==> src/rtl/csr_hazard_ctrl.sv <==
// Hazard controller for the CSR path: read-after-write stalls against an
// internal E/M/W write scoreboard, memory-miss freezes and branch squashes.
module csr_hazard_ctrl #(
    parameter int CSR_AW = 12,
    parameter int CNT_W  = 32
) (
    input  logic              clk,
    input  logic              rst,
    input  logic              id_valid,
    input  logic              id_csr_rd,
    input  logic              id_csr_wr,
    input  logic [CSR_AW-1:0] id_csr_addr,
    input  logic              br_ex,
    input  logic              mem_miss,
    input  logic              mem_done,
    output logic              bubbleF,
    output logic              bubbleD,
    output logic              bubbleE,
    output logic              bubbleM,
    output logic              bubbleW,
    output logic              flushD,
    output logic              flushE,
    output logic [CNT_W-1:0]  stall_cycles
);

    typedef enum logic {RUN, MISS} state_e;

    state_e            state_q, state_d;
    logic              e_v_q, e_v_d, m_v_q, m_v_d, w_v_q, w_v_d;
    logic [CSR_AW-1:0] e_addr_q, e_addr_d, m_addr_q, m_addr_d, w_addr_q, w_addr_d;
    logic [CNT_W-1:0]  stall_cycles_q, stall_cycles_d;
    logic              freeze, csr_haz, any_bubble;

    always_ff @(posedge clk) begin
        if (rst) begin
            state_q        <= RUN;
            e_v_q          <= 1'b0;
            m_v_q          <= 1'b0;
            w_v_q          <= 1'b0;
            e_addr_q       <= '0;
            m_addr_q       <= '0;
            w_addr_q       <= '0;
            stall_cycles_q <= '0;
        end else begin
            state_q        <= state_d;
            e_v_q          <= e_v_d;
            m_v_q          <= m_v_d;
            w_v_q          <= w_v_d;
            e_addr_q       <= e_addr_d;
            m_addr_q       <= m_addr_d;
            w_addr_q       <= w_addr_d;
            stall_cycles_q <= stall_cycles_d;
        end
    end

    always_comb begin
        state_d = state_q;
        case (state_q)
            RUN:     if (mem_miss) state_d = MISS;
            MISS:    if (mem_done) state_d = RUN;
            default: state_d = RUN;
        endcase
    end

    // The mem_done cycle itself is not frozen, so freeze looks at the pulse.
    always_comb begin
        freeze = 1'b0;
        if (!rst) begin
            freeze = (state_q == RUN  &&  mem_miss) ||
                     (state_q == MISS && !mem_done);
        end
    end

    // No bypass into the CSR file: a write still sitting in W must block too.
    always_comb begin
        csr_haz = id_valid && id_csr_rd &&
                  ((e_v_q && e_addr_q == id_csr_addr) ||
                   (m_v_q && m_addr_q == id_csr_addr) ||
                   (w_v_q && w_addr_q == id_csr_addr));
    end

    always_comb begin
        bubbleF = 1'b0;
        bubbleD = 1'b0;
        bubbleE = 1'b0;
        bubbleM = 1'b0;
        bubbleW = 1'b0;
        flushD  = 1'b0;
        flushE  = 1'b0;
        if (rst) begin
            flushD = 1'b1;
            flushE = 1'b1;
        end else if (freeze) begin
            bubbleF = 1'b1;
            bubbleD = 1'b1;
            bubbleE = 1'b1;
            bubbleM = 1'b1;
            bubbleW = 1'b1;
        end else if (br_ex) begin
            flushD = 1'b1;
            flushE = 1'b1;
        end else if (csr_haz) begin
            bubbleF = 1'b1;
            bubbleD = 1'b1;
            flushE  = 1'b1;
        end
    end

    // Slots follow the same hold/flush controls as the real segment registers.
    always_comb begin
        e_v_d    = e_v_q;
        e_addr_d = e_addr_q;
        m_v_d    = m_v_q;
        m_addr_d = m_addr_q;
        w_v_d    = w_v_q;
        w_addr_d = w_addr_q;
        if (!bubbleW) begin
            w_v_d    = m_v_q;
            w_addr_d = m_addr_q;
        end
        if (!bubbleM) begin
            m_v_d    = e_v_q;
            m_addr_d = e_addr_q;
        end
        if (!bubbleE) begin
            if (flushE) begin
                e_v_d    = 1'b0;
                e_addr_d = '0;
            end else begin
                e_v_d    = id_valid && id_csr_wr;
                e_addr_d = id_csr_addr;
            end
        end
    end

    always_comb begin
        any_bubble     = bubbleF | bubbleD | bubbleE | bubbleM | bubbleW;
        stall_cycles_d = stall_cycles_q + CNT_W'(any_bubble);
    end

    assign stall_cycles = stall_cycles_q;

endmodule

==> config.mk <==
export PLATFORM = sky130hd
export DESIGN_NAME = csr_hazard_ctrl
export DESIGN_NICKNAME = d
export VERILOG_FILES = /design/src/rtl/csr_hazard_ctrl.sv
export SDC_FILE = /design/constraint.sdc
export NUM_CORES = 1
export LEC_CHECK = 0
export ABC_AREA = 1
export BUFFER_PORTS_ARGS = -buffer_cell sky130_fd_sc_hd__buf_2
export CAP_MARGIN = 10
export CORE_ASPECT_RATIO = 1.1
export CORE_MARGIN = 1
export CORE_UTILIZATION = 45
export CTS_BUF_LIST = sky130_fd_sc_hd__clkbuf_16
export CTS_CLUSTER_DIAMETER = 80
export DETAILED_ROUTE_END_ITERATION = 10
export PLACE_DENSITY = 0.66
export SYNTH_ARGS = -nofsm -noshare
export SYNTH_HDL_FRONTEND = slang
export SYNTH_SLANG_ARGS = --single-unit
==> constraint.sdc <==
create_clock -name clk -period 3.85 [get_ports clk]
set_input_delay 0.385 -clock clk [delete_from_list [all_inputs] [get_ports clk]]
set_output_delay 0.385 -clock clk [all_outputs]
set_load 0.1 [all_outputs]
# == After elaboration in Yosys (flattened, before gate mapping) ==
# Cells that the tools add are included.
# classes
order_cmp,0
shifts,0
add_sub_neg,1
div_mod_pow,0
n_reduce_logical,12
muxes,18
n_eq_ne,3
n_bitwise,4
multipliers,0
# ops
cell,n
12-bit equality test,3
32-bit by 1-bit adder with 32-bit output,1
1-bit two-way mux,16
12-bit two-way mux,1
1-bit logical AND,8
1-bit logical OR,3
1-bit bitwise OR,3
1-bit case mux with 2 select lines,1
1-bit zero test,1
1-bit NOT,1
# word_totals
ff_bits,72
word_cells,46
mem_count,0
mem_bits_rw,0
latchBits,0
output_inout_bits,39
input_bits,20
romBits,0

# == Logic depth before layout (Yosys ltp) ==
# Gate-level depths: netlist of the first run.
# depth
word_depth,13
depth_mapped,24

# == Least setup slack after synthesis of the first run ==
# Ideal clock, no wire load.
# synth_path
path_type,in2out
startpoint,input rst
endpoint,output flushE
path_buffers,2
arrival_ps,3324
slack_ps,141
cell_stages,6
path_cell_list,buf_2 > clkinv_1 > nand3_1 > inv_1 > clkbuf_1 > a21oi_1
# synth_between
elab_chain_len,3
# synth_lines
element,line_no,text
start: declaration,8,"input logic rst,"
1-bit two-way mux,68,if (!rst) begin
1-bit two-way mux,93,end else if (freeze) begin
1-bit two-way mux (*),90,if (rst) begin
end: declaration,22,"output logic flushE,"
# Mark *: on every way between the ends. The rest lies on a longest branch, timed or not.

# == Worst setup path in the final report of the first run ==
# Same ends and word-level chain as after synthesis.

==> qor.csv, run 1 <==
metric,value,unit
Synth cell types,36,
CP max stage delay,400,ps
combinational group share of total power,12.3,%
Internal Power,1240,µW
area of the mapped netlist,0.00366,mm²
Post-CTS Setup Bufs,0,
worst reg2reg path endpoint,stall_cycles[30],
CTS Sinks,72,
Startpoint Class,primary input,
Worst Skew,7.72,ps
Via Count,3538,
clock-pin slew on the worst setup and hold paths,50,ps
global-route wire length before repair,14.8,mm
"most common cell after layout, fill and taps aside",nand2_1,
critical path required time,3460,ps
Sequential Power Share,46.3,%
hold buffer count at cts,0,
Pwr Total,1700,µW
most frequent cells in the layout,"nand2_1, dfxtp_1, inv_1, buf_2, nor2_1",
Crit path max-delay family,buffers and inverters,
Worst-Margin Slew,642,ps
Clock Power Share,41.4,%
placed cell area,0.00406,mm²
Routed WL,8.83,mm
R2R depth,21,
Power Density,395,mW/mm²
gpl congestion,0.845,
sequential-to-total area share from yosys stat,39.3,%
vias per cell,5.01,
GRT overflow,0,
Rows,34,
switching power,455,µW
DRT Pass-1 Iters,5,
buffers and inverters on the worst path,5,
clock buffer depth,2,
hold crit path type,in -> reg,
htree depth,3,
CP max stage cell,buf_2,
post-CTS sizing,0,
Final Setup Violations,0,
WP data arrival,2390,ps
flop-to-flop setup slack,1100,ps
Fill cells,829,
die area,0.00851,mm²
Lkg Pwr,0.00196,µW
Main synth FF type,dfxtp_1,
DP HPWL,6.33,mm
cell count after synthesis,542,
Final nets,618,
Port Buffer Count,58,
Detail Route Antenna Nets,0,
Hold Path Origin,id_csr_addr[0],
Final Max Slew Viols,0,
CP max FO,37,
asr flop ratio synth,0,%
minimum clock period,2780,ps
"Avg Cell Area, Syn",6.76,µm²
# DRC,0,
top layer in use,met4,
RSZ-0062 raised after global routing,no,
VDD IR max,0.216,mV
initial core utilization,46.3,%
period utilisation layout,72.1,%
WL met2,4.22,mm
clk_lat worst skew,330,ps
fraction of layout cells with a size suffix above 1,16.2,%
Final Hold Vio Count,0,
Sw Ratio,26.8,%
setup TNS,0,ps
Fmax,360,MHz
Post-Route M1 WL,4.08,mm
DR WL/cell,12.5,µm
syn_nets,564,
critical path type,in -> out,
CP Depth,7,
floorplan core area,0.00791,mm²
CTS tree,built,
number of I/O pins,59,
Synthesis Warnings,0,
antenna diode count,0,
Clk Tree Root Cell,clkbuf_16,
largest net degree at the start of global routing,38,
vias in the first global route,3184,
max-cap violations,0,
CTS buffer count,9,
R2R Path Start,m_addr_q[4],
Area Growth Syn to Fin,17.4,%
CP Capture Type,primary output,
status,"complete, no violations",
Hold WS,348,ps
initial drt markers,202,
worst hold stages,3,
Die Y,96.6,µm
"critical path, cell by cell",buf_2 -> clkinv_1 -> nand3_2 -> buf_4 -> inv_1 -> a21oi_1 -> buf_12,
Relative slew margins,57.1,%
final instance area,0.00430,mm²
"EDFF count, synth",0,
metal3 WL,441,µm
Hold Path Sink,e_addr_q[0],
gr usage total,21.9,%
number of synthesized register bits,72,
utilization after layout,54.4,%
Die X,88.0,µm
antenna violations before repair,0,
==> power by group through the flow <==
| stage | Clock (µW) | Combinational, µW | Sequential [µW] |
|---|---|---|---|
| after global routing | 751 | 230 | 789 |
| after global placement | 0 | 208 | 802 |
| after floorplan | 0 | 144 | 811 |
| after CTS | 713 | 210 | 786 |
| final | 702 | 209 | 787 |
| after detailed placement | 0 | 209 | 802 |
==> metal layers <==
metal	up-vias	global-route usage (%)
li1	1831	-
met1	1606	28.7
met2	91	36.4
met3	10	4.69
met4	0	5.58
met5	-	0
==> final cells by class <==
cell class | count | area, µm² | area share, %
inverter | 69 | 259 | 6.02
multi-input combinational | 382 | 1880 | 43.6
clock inverter | 4 | 15.0 | 0.349
sequential | 72 | 1440 | 33.5
timing repair buffer | 62 | 350 | 8.14
clock buffer | 9 | 225 | 5.23
tap | 108 | 135 | 3.14
==> Yosys cell counts (5+ instances only) <==
cell type    n  area [µm²]
nand3_1     35         175
xor2_1       9        78.8
inv_1       62         233
xnor2_1      5        43.8
nand2_1    164         616
or2_0        5        31.3
nand4_1     20         125
nor4_1       5        31.3
dfxtp_1     72        1440
a21oi_1     23         115
clkbuf_1    11        41.3
o21ai_0     36         180
nor2_1      47         176
inv_2        6        22.5
==> state kept, by name (all words and copies together), names as in the netlist <==
name / flops
stall_cycles: 32
e_addr_q: 12
m_addr_q: 12
w_addr_q: 12
e_v_q: 1
m_v_q: 1
state_q: 1
w_v_q: 1
==> how the worst max path moves through the flow <==
stage / startpoint / to / slack [ps]
after floorplan: rst / flushE / 140
after detailed placement: id_csr_addr[7] / stall_cycles[24] / 880
after global placement: id_csr_addr[7] / stall_cycles[24] / 940
after CTS: rst / flushE / 1090
final: rst / flushE / 1070
after global routing: m_addr_q[4] / stall_cycles[24] / 650
==> metrics by stage <==
stage / std cells / setup slack, ps
floorplan: 542 / 141
global placement: 693 / 944
detailed placement: 693 / 884
CTS: 706 / 1090
global route: 706 / 646
finish: 706 / 1070
==> worst register-to-register path, delay by kind of cell (launching register included) <==
kind / cells / cell delay, ps
buffers and inverters: 2 / 170
flip-flops: 1 / 330
AO/OA/AOI/OAI: 1 / 130
AND/OR/NAND/NOR: 16 / 1660
adder cells (fa/ha/maj): 2 / 370
==> cells by family after synthesis <==
group           Yosys count  share of synthesized area (%)
simple gates            300                           37.7
buf+inv                  88                           9.56
flops                    72                           39.3
compound gates           66                           9.39
xor+xnor                 14                           3.35
fa+ha+maj                 2                          0.683
No activity file was read; power rests on OpenSTA's default activity.
==> run 2: changes to the inputs <==
- ABC_AREA: 1 -> 0
- PLACE_DENSITY: 0.66 -> 0.67
- clock period: 3.85 -> 2.9 ns (I/O delays scaled with it)
==> run 2 against run 1 <==
Combinational power grew 37%. Non-clock buffer count grew 15. Largest cell class unchanged. Largest power group unchanged. Design area shrank 4.2%.
==> qor.csv, run 2 <==
metric,value,unit,change
"most common cell after layout, fill and taps aside",dfxtp_1,,
WP data arrival,3120,ps,+730 ps
Reg area,0.00144,mm²,+0.17%
Worst-Margin Slew,628,ps,-14.1 ps
global-route wire length before repair,12.0,mm,-19%
number of synthesized register bits,72,,unchanged
clock buffer depth,2,,unchanged
VDD IR max,0.353,mV,+64%
sequential-to-total area share from yosys stat,43.9,%,+4.5 points
number of I/O pins,59,,unchanged
hold crit path type,in -> reg,,
Synth top cells by count,"dfxtp_1, nand2_1, xor2_1, nor2_1, o21ai_0",,
Routed WL,7.05,mm,-20%
Lkg Pwr,0.00173,µW,-12%
floorplan core area,0.00705,mm²,-11%
# DRC,0,,unchanged
vias in the first global route,2532,,-20%
die area,0.00765,mm²,-10%
CTS buffer count,9,,unchanged
switching power,638,µW,+40%
Power Density,588,mW/mm²,+49%
Clk Tree Root Cell,clkbuf_16,,
Fmax,349,MHz,
Main synth FF type,dfxtp_1,,
antenna diode count,0,,unchanged
CTS tree,built,,
placed cell area,0.00372,mm²,-8.5%
max-cap violations,0,,unchanged
Port Buffer Count,58,,unchanged
Relative slew margins,58.1,%,+0.99 points
Area Growth Syn to Fin,25.5,%,
period utilisation layout,98.8,%,
Rows,32,,-5.9%
DRT Pass-1 Iters,4,,-1
minimum clock period,2860,ps,
GRT overflow,0,,unchanged
area of the mapped netlist,0.00329,mm²,-10%
"top cells by area, synth","dfxtp_1, xor2_1, xnor2_1, nand2b_1, nand2_1",,
Startpoint Class,register,,
"EDFF count, synth",0,,unchanged
Worst Skew,5.76,ps,-1.96 ps
Yosys top cell by area,dfxtp_1,,
Final Setup Violations,0,,unchanged
CP Capture Type,register,,
number of flip-flops in the largest register,32,,unchanged
gr usage total,19.5,%,-2.4 points
Die X,83.5,µm,-5.2%
RSZ-0062 raised after global routing,yes,,
Final Max Slew Viols,0,,unchanged
critical path required time,3160,ps,-300 ps
initial core utilization,46.6,%,+0.33 points
most frequent cells in the layout,"dfxtp_1, buf_2, nand2_1, xor2_1, nor2_1",,
largest net degree at the start of global routing,74,,+95%
clock-pin slew on the worst setup and hold paths,60,ps,about the same
CP max FO,6,,-84%
Sequential Power Share,44.1,%,-2.2 points
Detail Route Antenna Nets,0,,unchanged
cell with the most instances after synthesis,dfxtp_1,,
multi-input logic area,0.00185,mm²,-1.4%
Internal Power,1790,µW,+44%
setup TNS,0,ps,unchanged
antenna violations before repair,0,,unchanged
Clock Power Share,44.0,%,+2.6 points
Final nets,456,,-26%
"Avg Cell Area, Syn",9.03,µm²,+34%
fraction of layout cells with a size suffix above 1,26.9,%,+11 points
cell count after synthesis,364,,-33%
initial drt markers,88,,-56%
Synthesis Warnings,0,,unchanged
htree depth,3,,unchanged
Sw Ratio,26.3,%,-0.48 points
DR WL/cell,13.4,µm,+7.5%
status,"complete, no violations",,
combinational group share of total power,11.8,%,-0.5 points
vias per cell,5.19,,+3.5%
gpl congestion,0.752,,-11%
syn_nets,386,,-32%
DP HPWL,4.77,mm,-25%
final instance area,0.00412,mm²,-4.2%
Synth cell types,37,,+2.8%
asr flop ratio synth,0,%,unchanged
Fill cells,653,,-21%
Yosys top cell area share,43.9,%,+4.5 points
critical path type,reg -> reg,,
Via Count,2719,,-23%
Die Y,91.6,µm,-5.2%
clk_lat worst skew,330,ps,about the same
CTS Sinks,72,,unchanged
Final Hold Vio Count,0,,unchanged
## run 2: changes by cell type after synthesis, sizes merged, moves of 7 or more
cell / previous run / this run
or2: 9 / 0
nand3: 37 / 9
nand2b: 0 / 26
a22o: 0 / 12
xor2: 9 / 38
nor2: 53 / 34
a21oi: 23 / 3
inv: 68 / 0
o21ai: 37 / 29
nand2: 168 / 43
xnor2: 5 / 25
nand4: 21 / 14
## run 2: final cells by class
class | instances | area share (%)
Multi-Input combinational cell | 274 | 44.9
Sequential cell | 72 | 35.0
Tap cell | 85 | 2.58
Clock buffer | 9 | 5.46
Clock inverter | 7 | 1.55
Timing Repair Buffer | 77 | 10.5
## run 2: kinds of logic (layout without fill, tap and decap cells)
kind of cell / Yosys count / after routing / share of synthesized area [%]
xor+xnor: 63 / 63 / 16.8
buf+inv: 18 / 93 / 2.63
flops: 72 / 72 / 43.9
compound gates: 53 / 53 / 10.6
simple gates: 156 / 156 / 25.4
fa+ha+maj: 2 / 2 / 0.761
## run 2: stage by stage
step	hold slack, ps	instances	power, µW	util [%]	setup slack [ps]
after floorplan	390	364	1300	-	135
after global placement	450	503	1360	52.8	-163
after detailed placement	463	503	1370	52.8	-248
after CTS	207	521	2440	57.4	0.140
after global routing	223	524	2520	58.5	-92.3
final	214	524	2420	58.5	35.3
## run 2: path summary, 6_finish.rpt
kind                    start          endpoint  slack [ps]  cells past startpoint
setup / recovery  e_addr_q[1]  stall_cycles[28]          40                     13
hold / removal       mem_done           state_q         210                      2
setup reg to reg  e_addr_q[1]  stall_cycles[28]          40                     13
hold reg to reg   w_addr_q[2]       w_addr_q[2]         470                      2
## run 2: metal layers
| metal | up-vias | track usage, % | share of wire (%) |
|---|---|---|---|
| met5 | - | 0 | 0 |
| met4 | 0 | 8.90 | 1.7 |
| met3 | 11 | 3.78 | 3.9 |
| met2 | 58 | 31.6 | 49 |
| met1 | 1273 | 25.3 | 45 |
| li1 | 1377 | - | - |
## run 2: power by group through the flow
stage	sequential, µW	combinational, µW	clock [µW]
3_3_place_gp	1090	277	0
2_1_floorplan	1100	200	0
5_1_grt	1070	311	1130
3_5_place_dp	1090	279	0
6_report	1070	287	1070
4_1_cts	1070	284	1090
## run 2: critical path, stage by stage, from the launching register on
cell and delay (ps):
dfxtp_2 330, xor2_1 170, nor4_2 340, buf_4 170, nand4_1 100, nand2_1 130
a41o_1 170, ha_2 200, ha_4 130, and2_4 140, nor3b_4 230, nand4_4 160
or3_4 370, a21oi_2 140
## run 2: timing repair
action / 4_1_cts / 5_1_grt
hold buffers: 0 / 0
cloned: 0 / 0
endpoints found under the setup margin: 8 / 20
pin swaps: 3 / 7
gates resized for setup: 3 / 15
buffers inserted: 2 / 3
